File: src/rtl/score_round_ctrl.sv
// Round controller: timed PLAY window, single score_req to the score tracker, result latch.
// score_req is decoded from registered state the cycle ready is seen; all other outputs are registered.
module score_round_ctrl #(
    parameter int TICK_DIV      = 50000000,
    parameter int ROUND_SECS    = 30,
    parameter int INIT_HOLD     = 40,
    parameter int VALID_TIMEOUT = 64
) (
    input  logic       clk,
    input  logic       rst,
    input  logic       start,
    input  logic       hit,
    input  logic       logged_in,
    input  logic [2:0] login_id,
    input  logic       login_guest,
    input  logic       valid,
    input  logic       personal_winner,
    input  logic       global_winner,
    output logic       score_req,
    output logic [6:0] score,
    output logic [2:0] playerID,
    output logic       isGuest,
    output logic       round_active,
    output logic [6:0] time_left,
    output logic       result_pw,
    output logic       result_gw,
    output logic       result_ok,
    output logic       err
);
    localparam int PW = (TICK_DIV > 1) ? $clog2(TICK_DIV) : 1;
    localparam int IW = (INIT_HOLD > 0) ? $clog2(INIT_HOLD + 1) : 1;
    localparam int VW = $clog2(VALID_TIMEOUT + 1);

    typedef enum logic [2:0] {IDLE, PLAY, REQ, WAIT_VALID, SHOW} state_t;

    state_t        state_q, state_d;
    logic [IW-1:0] init_cnt_q, init_cnt_d;
    logic [PW-1:0] presc_q, presc_d;
    logic [6:0]    time_q, time_d;
    logic [6:0]    score_q, score_d;
    logic [2:0]    id_q, id_d;
    logic          guest_q, guest_d;
    logic          hit_prev_q, hit_prev_d;
    logic [VW-1:0] wait_q, wait_d;
    logic          pw_q, pw_d, gw_q, gw_d, ok_q, ok_d, err_q, err_d;
    logic          ready;
    logic          req_now;

    assign ready = (init_cnt_q == IW'(INIT_HOLD));

    always_comb begin
        state_d    = state_q;
        init_cnt_d = ready ? init_cnt_q : init_cnt_q + 1'b1;
        presc_d    = presc_q;
        time_d     = time_q;
        score_d    = score_q;
        id_d       = id_q;
        guest_d    = guest_q;
        hit_prev_d = hit;
        wait_d     = wait_q;
        pw_d       = pw_q;
        gw_d       = gw_q;
        ok_d       = ok_q;
        err_d      = err_q;
        req_now    = 1'b0;

        case (state_q)
            IDLE, SHOW: begin
                if (start && logged_in) begin
                    state_d    = PLAY;
                    id_d       = login_id;
                    guest_d    = login_guest;
                    score_d    = 7'd0;
                    presc_d    = '0;
                    time_d     = 7'(ROUND_SECS);
                    // A button already held at start must not score.
                    hit_prev_d = 1'b1;
                    pw_d       = 1'b0;
                    gw_d       = 1'b0;
                    ok_d       = 1'b0;
                    err_d      = 1'b0;
                end else if (!logged_in) begin
                    state_d = IDLE;
                    pw_d    = 1'b0;
                    gw_d    = 1'b0;
                    ok_d    = 1'b0;
                    err_d   = 1'b0;
                end
            end
            PLAY: begin
                if (!logged_in) begin
                    state_d = SHOW;
                    err_d   = 1'b1;
                end else begin
                    if (hit && !hit_prev_q && score_q != 7'd127) begin
                        score_d = score_q + 7'd1;
                    end
                    if (presc_q == PW'(TICK_DIV - 1)) begin
                        presc_d = '0;
                        time_d  = time_q - 7'd1;
                        if (time_q == 7'd1) begin
                            state_d = REQ;
                        end
                    end else begin
                        presc_d = presc_q + 1'b1;
                    end
                end
            end
            REQ: begin
                if (ready) begin
                    req_now = 1'b1;
                    wait_d  = VW'(1);
                    state_d = WAIT_VALID;
                end
            end
            WAIT_VALID: begin
                if (valid) begin
                    pw_d    = personal_winner;
                    gw_d    = global_winner;
                    ok_d    = 1'b1;
                    state_d = SHOW;
                end else if (wait_q == VW'(VALID_TIMEOUT - 1)) begin
                    err_d   = 1'b1;
                    state_d = SHOW;
                end else begin
                    wait_d = wait_q + 1'b1;
                end
            end
            default: state_d = IDLE;
        endcase
    end

    always_ff @(posedge clk) begin
        if (rst) begin
            state_q    <= IDLE;
            init_cnt_q <= '0;
            presc_q    <= '0;
            time_q     <= 7'd0;
            score_q    <= 7'd0;
            id_q       <= 3'd0;
            guest_q    <= 1'b0;
            hit_prev_q <= 1'b1;
            wait_q     <= '0;
            pw_q       <= 1'b0;
            gw_q       <= 1'b0;
            ok_q       <= 1'b0;
            err_q      <= 1'b0;
        end else begin
            state_q    <= state_d;
            init_cnt_q <= init_cnt_d;
            presc_q    <= presc_d;
            time_q     <= time_d;
            score_q    <= score_d;
            id_q       <= id_d;
            guest_q    <= guest_d;
            hit_prev_q <= hit_prev_d;
            wait_q     <= wait_d;
            pw_q       <= pw_d;
            gw_q       <= gw_d;
            ok_q       <= ok_d;
            err_q      <= err_d;
        end
    end

    assign score_req    = req_now;
    assign score        = score_q;
    assign playerID     = id_q;
    assign isGuest      = guest_q;
    assign round_active = (state_q == PLAY);
    assign time_left    = time_q;
    assign result_pw    = pw_q;
    assign result_gw    = gw_q;
    assign result_ok    = ok_q;
    assign err          = err_q;
endmodule

File: config.mk
export PLATFORM = sky130hd
export DESIGN_NAME = score_round_ctrl
export DESIGN_NICKNAME = d
export VERILOG_FILES = /design/src/rtl/score_round_ctrl.sv
export SDC_FILE = /design/constraint.sdc
export NUM_CORES = 1
export LEC_CHECK = 0
export BUFFER_PORTS_ARGS = -buffer_cell sky130_fd_sc_hd__buf_2
export CELL_PAD_IN_SITES_DETAIL_PLACEMENT = 0
export CELL_PAD_IN_SITES_GLOBAL_PLACEMENT = 2
export CORE_AREA = 2 2 96 98
export DETAILED_ROUTE_END_ITERATION = 12
export DIE_AREA = 0 0 98 100
export GPL_TIMING_DRIVEN = 0
export PLACE_DENSITY = 0.8
export REMOVE_ABC_BUFFERS = 1
export SETUP_SLACK_MARGIN = 0.02
export SYNTH_ARGS = -nofsm -noshare
export SYNTH_HDL_FRONTEND = slang
export SYNTH_SLANG_ARGS = --single-unit
File: constraint.sdc
create_clock -name clk -period 5.9 [get_ports clk]
set_input_delay 0 -clock clk [delete_from_list [all_inputs] [get_ports clk]]
set_output_delay 0 -clock clk [all_outputs]
set_load 0.05 [all_outputs]
==> out/results.ini, run 1 <==
[clock_tree]
cts_buffer_depth = 2
htreeDepth = 3
clk_pin_slew_ns = 0.07
cts_resized = 0
cts.sinks = 65
cts_made_buffers = 9
clk_latency_ns = 0.34
cts_root_buf = clkbuf_8
tritoncts = built

[synthesis]
netlist_instances = 392
synth_edf_count = 0
synth-simple-area-share_pct = 30.8
ys_async_sr_fraction_pct = 0
yosysTopAreaCell = dfxtp_1
synth_xor_area_share_pct = 6.21
synth_compound_area_share_pct = 15.4
yosys.area_share.adder_pct = 2.70
synth_area_um2 = 3250
synth_top_family_by_area = simple AND/OR/NAND/NOR gates
ys.warnings.count = 0
synth_top_area_share_pct = 40.1
ys_seq_elements = 65
synth_area_leaders = dfxtp_1 (40%), nor2_1 (4.6%), a21oi_1 (4.5%), nand3_1 (4.3%), nand2_1 (4.3%)
syn_area_per_cell_um2 = 8.28
synth_ff_type = dfxtp_1
ys_seq_area_share_pct = 40.1
ys_types = 53
synth.area.mux_share_pct = 0.655

[sta]
fin_skew_ns = 0.00935
finalSetupTns_ns = 0
slew-limit-headroom_pct = 23.1
min_period_ns = 2.75
setup_violations = 0
rsz0062_at_grt = false
clock.fmax_ghz = 0.363
worst_pin_slew_ns = 1.14
fin_crit_sh_pct = 46.7
drv_slew = 0
hold_viol_final = 0
worst_slack_ns = 3.15

[setup_path]
ff2ff_path_depth = 6
reg2reg_from = state_q[0]$_SDFFE_PP0P_
crit_type = reg -> reg
end_kind = register
cp_data_required_time_ns = 6.16
cp-startpoint = state_q[0]$_SDFFE_PP0P_
arrival_ns = 3.01
start_kind = register
critPathMaxFanout = 26

[grt]
grtUsageTotal_pct = 16.7
grt_pass1_vias = 2709
grt_pass1_wl_um = 13200
antenna_found_initial = 0
grt-ovfl-total = 0
grt_max_degree = 38

[route]
drc_errors = 0
drtAntennaViolNets = 0
drt-total-wl_um = 7910
drtIter0Drc = 140
wl_per_cell_um = 14.5
drtPass1Iterations = 5
num_vias = 2946
viasPerCell = 5.41

[die]
die_x_um = 98
initial_utilization_pct = 36.5
die_h_um = 100
die-area_um2 = 9800
ioPinCount = 36
rows = 35
core_region_area_um2 = 8890

[power_and_ir_drop]
power_density_nw_per_um2 = 232
irDropWorstVdd_mv = 0.102
p_leak_nw = 1.36

[placement]
dp_slack_ns = 3.19
io_buffers = 35
place.gp.congestion = 0.761
dpl.hpwl_um = 5480
placed_cell_area_um2 = 3480

[layout]
drive_above_1_share_pct = 12.9
final_area_um2 = 3730
syn_to_final_growth_pct = 14.8
num_antenna_cells = 0
nets = 450
fin_util_pct = 41.9

[worst_hold_path]
hold_class = in -> reg
hp-start = start
holdPathStages = 4

[run]
cap_violations = 0

[status]
outcome = finished clean

cells in the mapped netlist, drive strengths merged (7+ instances only):
cell type  count
nor2          40
and3          10
xor2          13
nand2         37
nor3          13
inv           14
o21ai         15
a31oi          7
clkbuf         9
buf            8
ha             7
nand4         11
nor4           8
dfxtp         65
nand3         28
a211oi         7
a21oi         29
nand3b         8
xnor2         10
logic make-up (layout without fill, tap and decap cells):
logic type | count (synthesis) | after routing
and+or+nand+nor | 186 | 186
xor gates and xnor gates | 23 | 23
AOI/OAI and AO/OA | 78 | 78
buffers and inverters | 31 | 73
DFF | 65 | 65
adders and majority gates | 7 | 7
muxes | 2 | 2
report_power, final:
group          switching (W)  total (W)  internal (W)
Sequential        0.00000968   0.000457      0.000447
Combinational      0.0000653  0.0000930     0.0000277
Clock               0.000169   0.000314      0.000145
layer usage:
metal | vias to the layer above | wire length, um | global-route usage [%] | part of all wire (%)
met2 | 46 | 3490 | 25.3 | 44
met1 | 1389 | 4050 | 23.0 | 51
met4 | 0 | 87 | 6.73 | 1.1
met5 | - | 0 | 0 | 0
met3 | 8 | 283 | 3.76 | 3.6
li1 | 1503 | - | - | -
area by class of cell:
type	count	area [um^2]
fill	939	5160
clock inverter	4	22.5
timing repair buffer	45	275
inverter	14	52.6
clock buffer	10	128
tap	111	139
multi-input combinational	296	1810
sequential	65	1300
flip-flops by register name (all words and copies together) (netlist names):
signal and count:
wait_q 7, err 1, init_cnt_q 6, time_left 7, playerID 3, presc_q 26, hit_prev_q 1, state_q 3
result_pw 1, result_gw 1, result_ok 1, score 7, isGuest 1
critical path, stage by stage, from the launching register on:
cell and delay, ns:
dfxtp_1 0.48, nor2b_1 0.34, nand2b_1 0.28, inv_1 0.45, o21ai_0 0.27, a21o_1 0.55
o21ai_0 0.29
final timing paths:
check / to / slack [ns]
worst min-delay path: state_q[2]$_SDFFE_PP0P_ / 0.08
worst max-delay path: time_left[0]$_SDFFE_PP0P_ / 3.15
worst max register to register: time_left[0]$_SDFFE_PP0P_ / 3.15
worst min register to register: result_ok$_SDFFE_PP0P_ / 0.45
layout by cell type, fill, tap and decap left out, types with 3 or more instances in the layout:
master	Yosys	layout
nand2b_1	4	4
a21o_1	3	3
and4_1	4	4
clkbuf_8	0	9
nand4_1	10	10
o31ai_1	3	3
a31oi_1	7	7
clkinv_2	0	3
and3_1	10	10
a211oi_1	6	6
nor2_1	40	40
or3_1	4	4
nand3_1	28	28
nand3b_1	8	8
o21ai_0	15	15
xor2_1	13	13
inv_1	14	14
nor3_1	12	12
or4_1	5	5
nor4_1	7	7
dlygate4sd3_1	0	10
xnor2_1	10	10
buf_2	4	35
a21oi_1	29	29
dfxtp_1	65	65
ha_1	7	7
nand2_1	37	37
and2_1	3	3
nor2b_1	3	3
repair_timing:
item | 4_1_cts | 5_1_grt
setup buffers | 0 | 0
hold endpoints to repair | 8 | 0
hold buffers | 10 | 0
stage by stage:
| step | total power [W] | hold WS [ns] | std cells |
|---|---|---|---|
| final | 0.000864 | 0.0833 | 545 |
| after global routing | 0.000909 | 0.0972 | 545 |
| after CTS | 0.000877 | 0.0632 | 545 |
| after detailed placement | 0.000556 | 0.228 | 521 |
| after global placement | 0.000555 | 0.223 | 521 |
| after floorplan | 0.000526 | 0.0691 | 375 |
(Power assumes the default switching activity.)
==> inputs of run 2 (changes only) <==
CORE_AREA = 2 2 106 108   (was 2 2 96 98)
DIE_AREA = 0 0 108 110   (was 0 0 98 100)
PLACE_DENSITY = 0.7   (was 0.8)
clock period = 2.37 ns   (was 5.9 ns; I/O delays follow)
==> out/results.ini, run 2 (same netlist as run 1, synthesis figures left out) <==
[status]
outcome = finished clean

[grt]
grtUsageTotal_pct = 15.5  ; -1.2 points
antenna_found_initial = 0  ; unchanged
grt-ovfl-total = 0  ; unchanged
grt_pass1_vias = 2850  ; +5.2%
grt_max_degree = 38  ; unchanged
grt_pass1_wl_um = 14300  ; +8.5%

[sta]
hold_viol_final = 0  ; unchanged
setup_violations = 0  ; unchanged
rsz0062_at_grt = false
holdWs_ns = 0.0796  ; -0.00373 ns
fin_crit_sh_pct = 89.5  ; +43 points
drv_slew = 0  ; unchanged
clock.fmax_ghz = 0.471  ; +30%
worst_pin_slew_ns = 0.794  ; -0.351 ns
slew-limit-headroom_pct = 47.1  ; +24 points
fin_skew_ns = 0.00955  ; +0.000205 ns
finalSetupTns_ns = 0  ; unchanged
min_period_ns = 2.12  ; -0.632 ns

[route]
drt-total-wl_um = 8760  ; +11%
wl_per_cell_um = 15.1  ; +3.8%
drc_errors = 0  ; unchanged
drtPass1Iterations = 5  ; unchanged
viasPerCell = 5.11  ; -5.4%
num_vias = 2970  ; +0.81%
drtAntennaViolNets = 0  ; unchanged
drtIter0Drc = 218  ; +56%

[layout]
fin_util_pct = 36.5  ; -5.4 points
final_cell_mix = dfxtp_1 (65), nor2_1 (40), nand2_1 (37), buf_2 (35)
largest_reg_flops = 26  ; unchanged
num_antenna_cells = 0  ; unchanged
drive_above_1_share_pct = 15.9  ; +3.0 points
syn_to_final_growth_pct = 20.5
fillers = 1112  ; +18%
multi_input_area_um2 = 1860  ; +2.7%
mostFrequentLayoutCell = dfxtp_1
nets = 455  ; +1.1%
seq_area_um2 = 1300  ; unchanged
largest-register = presc_q

[clock_tree]
clk_latency_ns = 0.34  ; about the same
cts.sinks = 65  ; unchanged
cts_root_buf = clkbuf_8
tritoncts = built
cts_buffer_depth = 2  ; unchanged
clk_pin_slew_ns = 0.07  ; about the same
cts_made_buffers = 9  ; unchanged
htreeDepth = 3  ; unchanged

[power_and_ir_drop]
p_int_w = 0.00176  ; +180%
p_sw_share_pct = 26.2  ; -2.0 points
irDropWorstVdd_mv = 0.240  ; +140%
pwr-share-comb_pct = 10.5  ; -0.3 points
p_leak_nw = 1.41  ; +3.7%
p_seq_share_pct = 47.7  ; -5.2 points
p_sw_w = 0.000626  ; +160%
power_density_nw_per_um2 = 611  ; +160%
clockPowerShare_pct = 41.9  ; +5.6 points

[worst_hold_path]
hold_class = in -> reg

[die]
ioPinCount = 36  ; unchanged
die_h_um = 110  ; +10%
die-area_um2 = 11900  ; +21%
core_region_area_um2 = 10700  ; +20%
initial_utilization_pct = 30.3  ; -6.2 points
rows = 38  ; +8.6%
die_x_um = 108  ; +10%

[placement]
dpl.hpwl_um = 5960  ; +8.7%
io_buffers = 35  ; unchanged
place.gp.congestion = 0.784  ; +3.0%

[setup_path]
arrival_ns = 2.38  ; -0.63 ns
crit_type = reg -> reg
end_kind = register
start_kind = register
cp_data_required_time_ns = 2.63  ; -3.53 ns
critPathMaxFanout = 6  ; -77%
r2r_slack_ns = 0.25  ; -2.90 ns

[run]
cap_violations = 0  ; unchanged

-- run 2: metal layers --
layer  vias to the layer above  track usage, %  routed length (um)
met5                         -               0                   0
met4                         0            4.76                  80
met3                         7            4.17                 287
met2                        51            24.7                4080
met1                      1404            20.4                4310
li1                       1508               -                   -
-- run 2: worst paths after layout --
path,from,to,cells after the start
worst min-delay path,logged_in,state_q[0]$_SDFFE_PP0P_,3
worst min register to register,result_ok$_SDFFE_PP0P_,result_ok$_SDFFE_PP0P_,2
worst max register to register,presc_q[12]$_SDFFE_PP0P_,time_left[6]$_SDFFE_PP0P_,5
worst max-delay path,presc_q[12]$_SDFFE_PP0P_,time_left[6]$_SDFFE_PP0P_,5
-- run 2: what timing repair did --
action	4_1_cts	5_1_grt
buffers inserted	2	3
endpoints found under the hold margin	8	0
setup endpoints to repair	36	18
pin swaps	0	0
gates resized for setup	8	4
hold buffers	10	0
-- run 2: power by group through the flow --
stage               Sequential, W  Clock, W  Combinational [W]
floorplan                 0.00120         0           0.000112
global placement          0.00116         0           0.000229
detailed placement        0.00116         0           0.000227
CTS                       0.00114   0.00104           0.000250
global route              0.00114   0.00109           0.000274
finish                    0.00114   0.00100           0.000250
-- run 2: cell type report --
class / count / area share, %
Multi-Input combinational cell: 296 / 47.5
Inverter: 14 / 1.44
Tap cell: 140 / 4.48
Clock inverter: 2 / 0.896
Clock buffer: 14 / 4.42
Sequential cell: 65 / 33.3
Timing Repair Buffer: 50 / 8.00
-- run 2: worst max-delay path: stages (launching register included) --
cell and delay (ns):
dfxtp_1 0.44, and4_1 0.35, nand4_1 0.22, or2_2 0.36
or4_1 0.50, a31oi_1 0.17
-- run 2: through the flow --
stage | setup slack [ns] | cells | power (W) | instance area [um^2]
after floorplan | 0.000396 | 375 | 0.00131 | 3160
after global placement | -0.537 | 550 | 0.00139 | 3510
after detailed placement | -0.432 | 550 | 0.00139 | 3510
after CTS | 0.0232 | 578 | 0.00243 | 3870
after global routing | 0.0584 | 581 | 0.00250 | 3910
final | 0.249 | 581 | 0.00239 | 3910
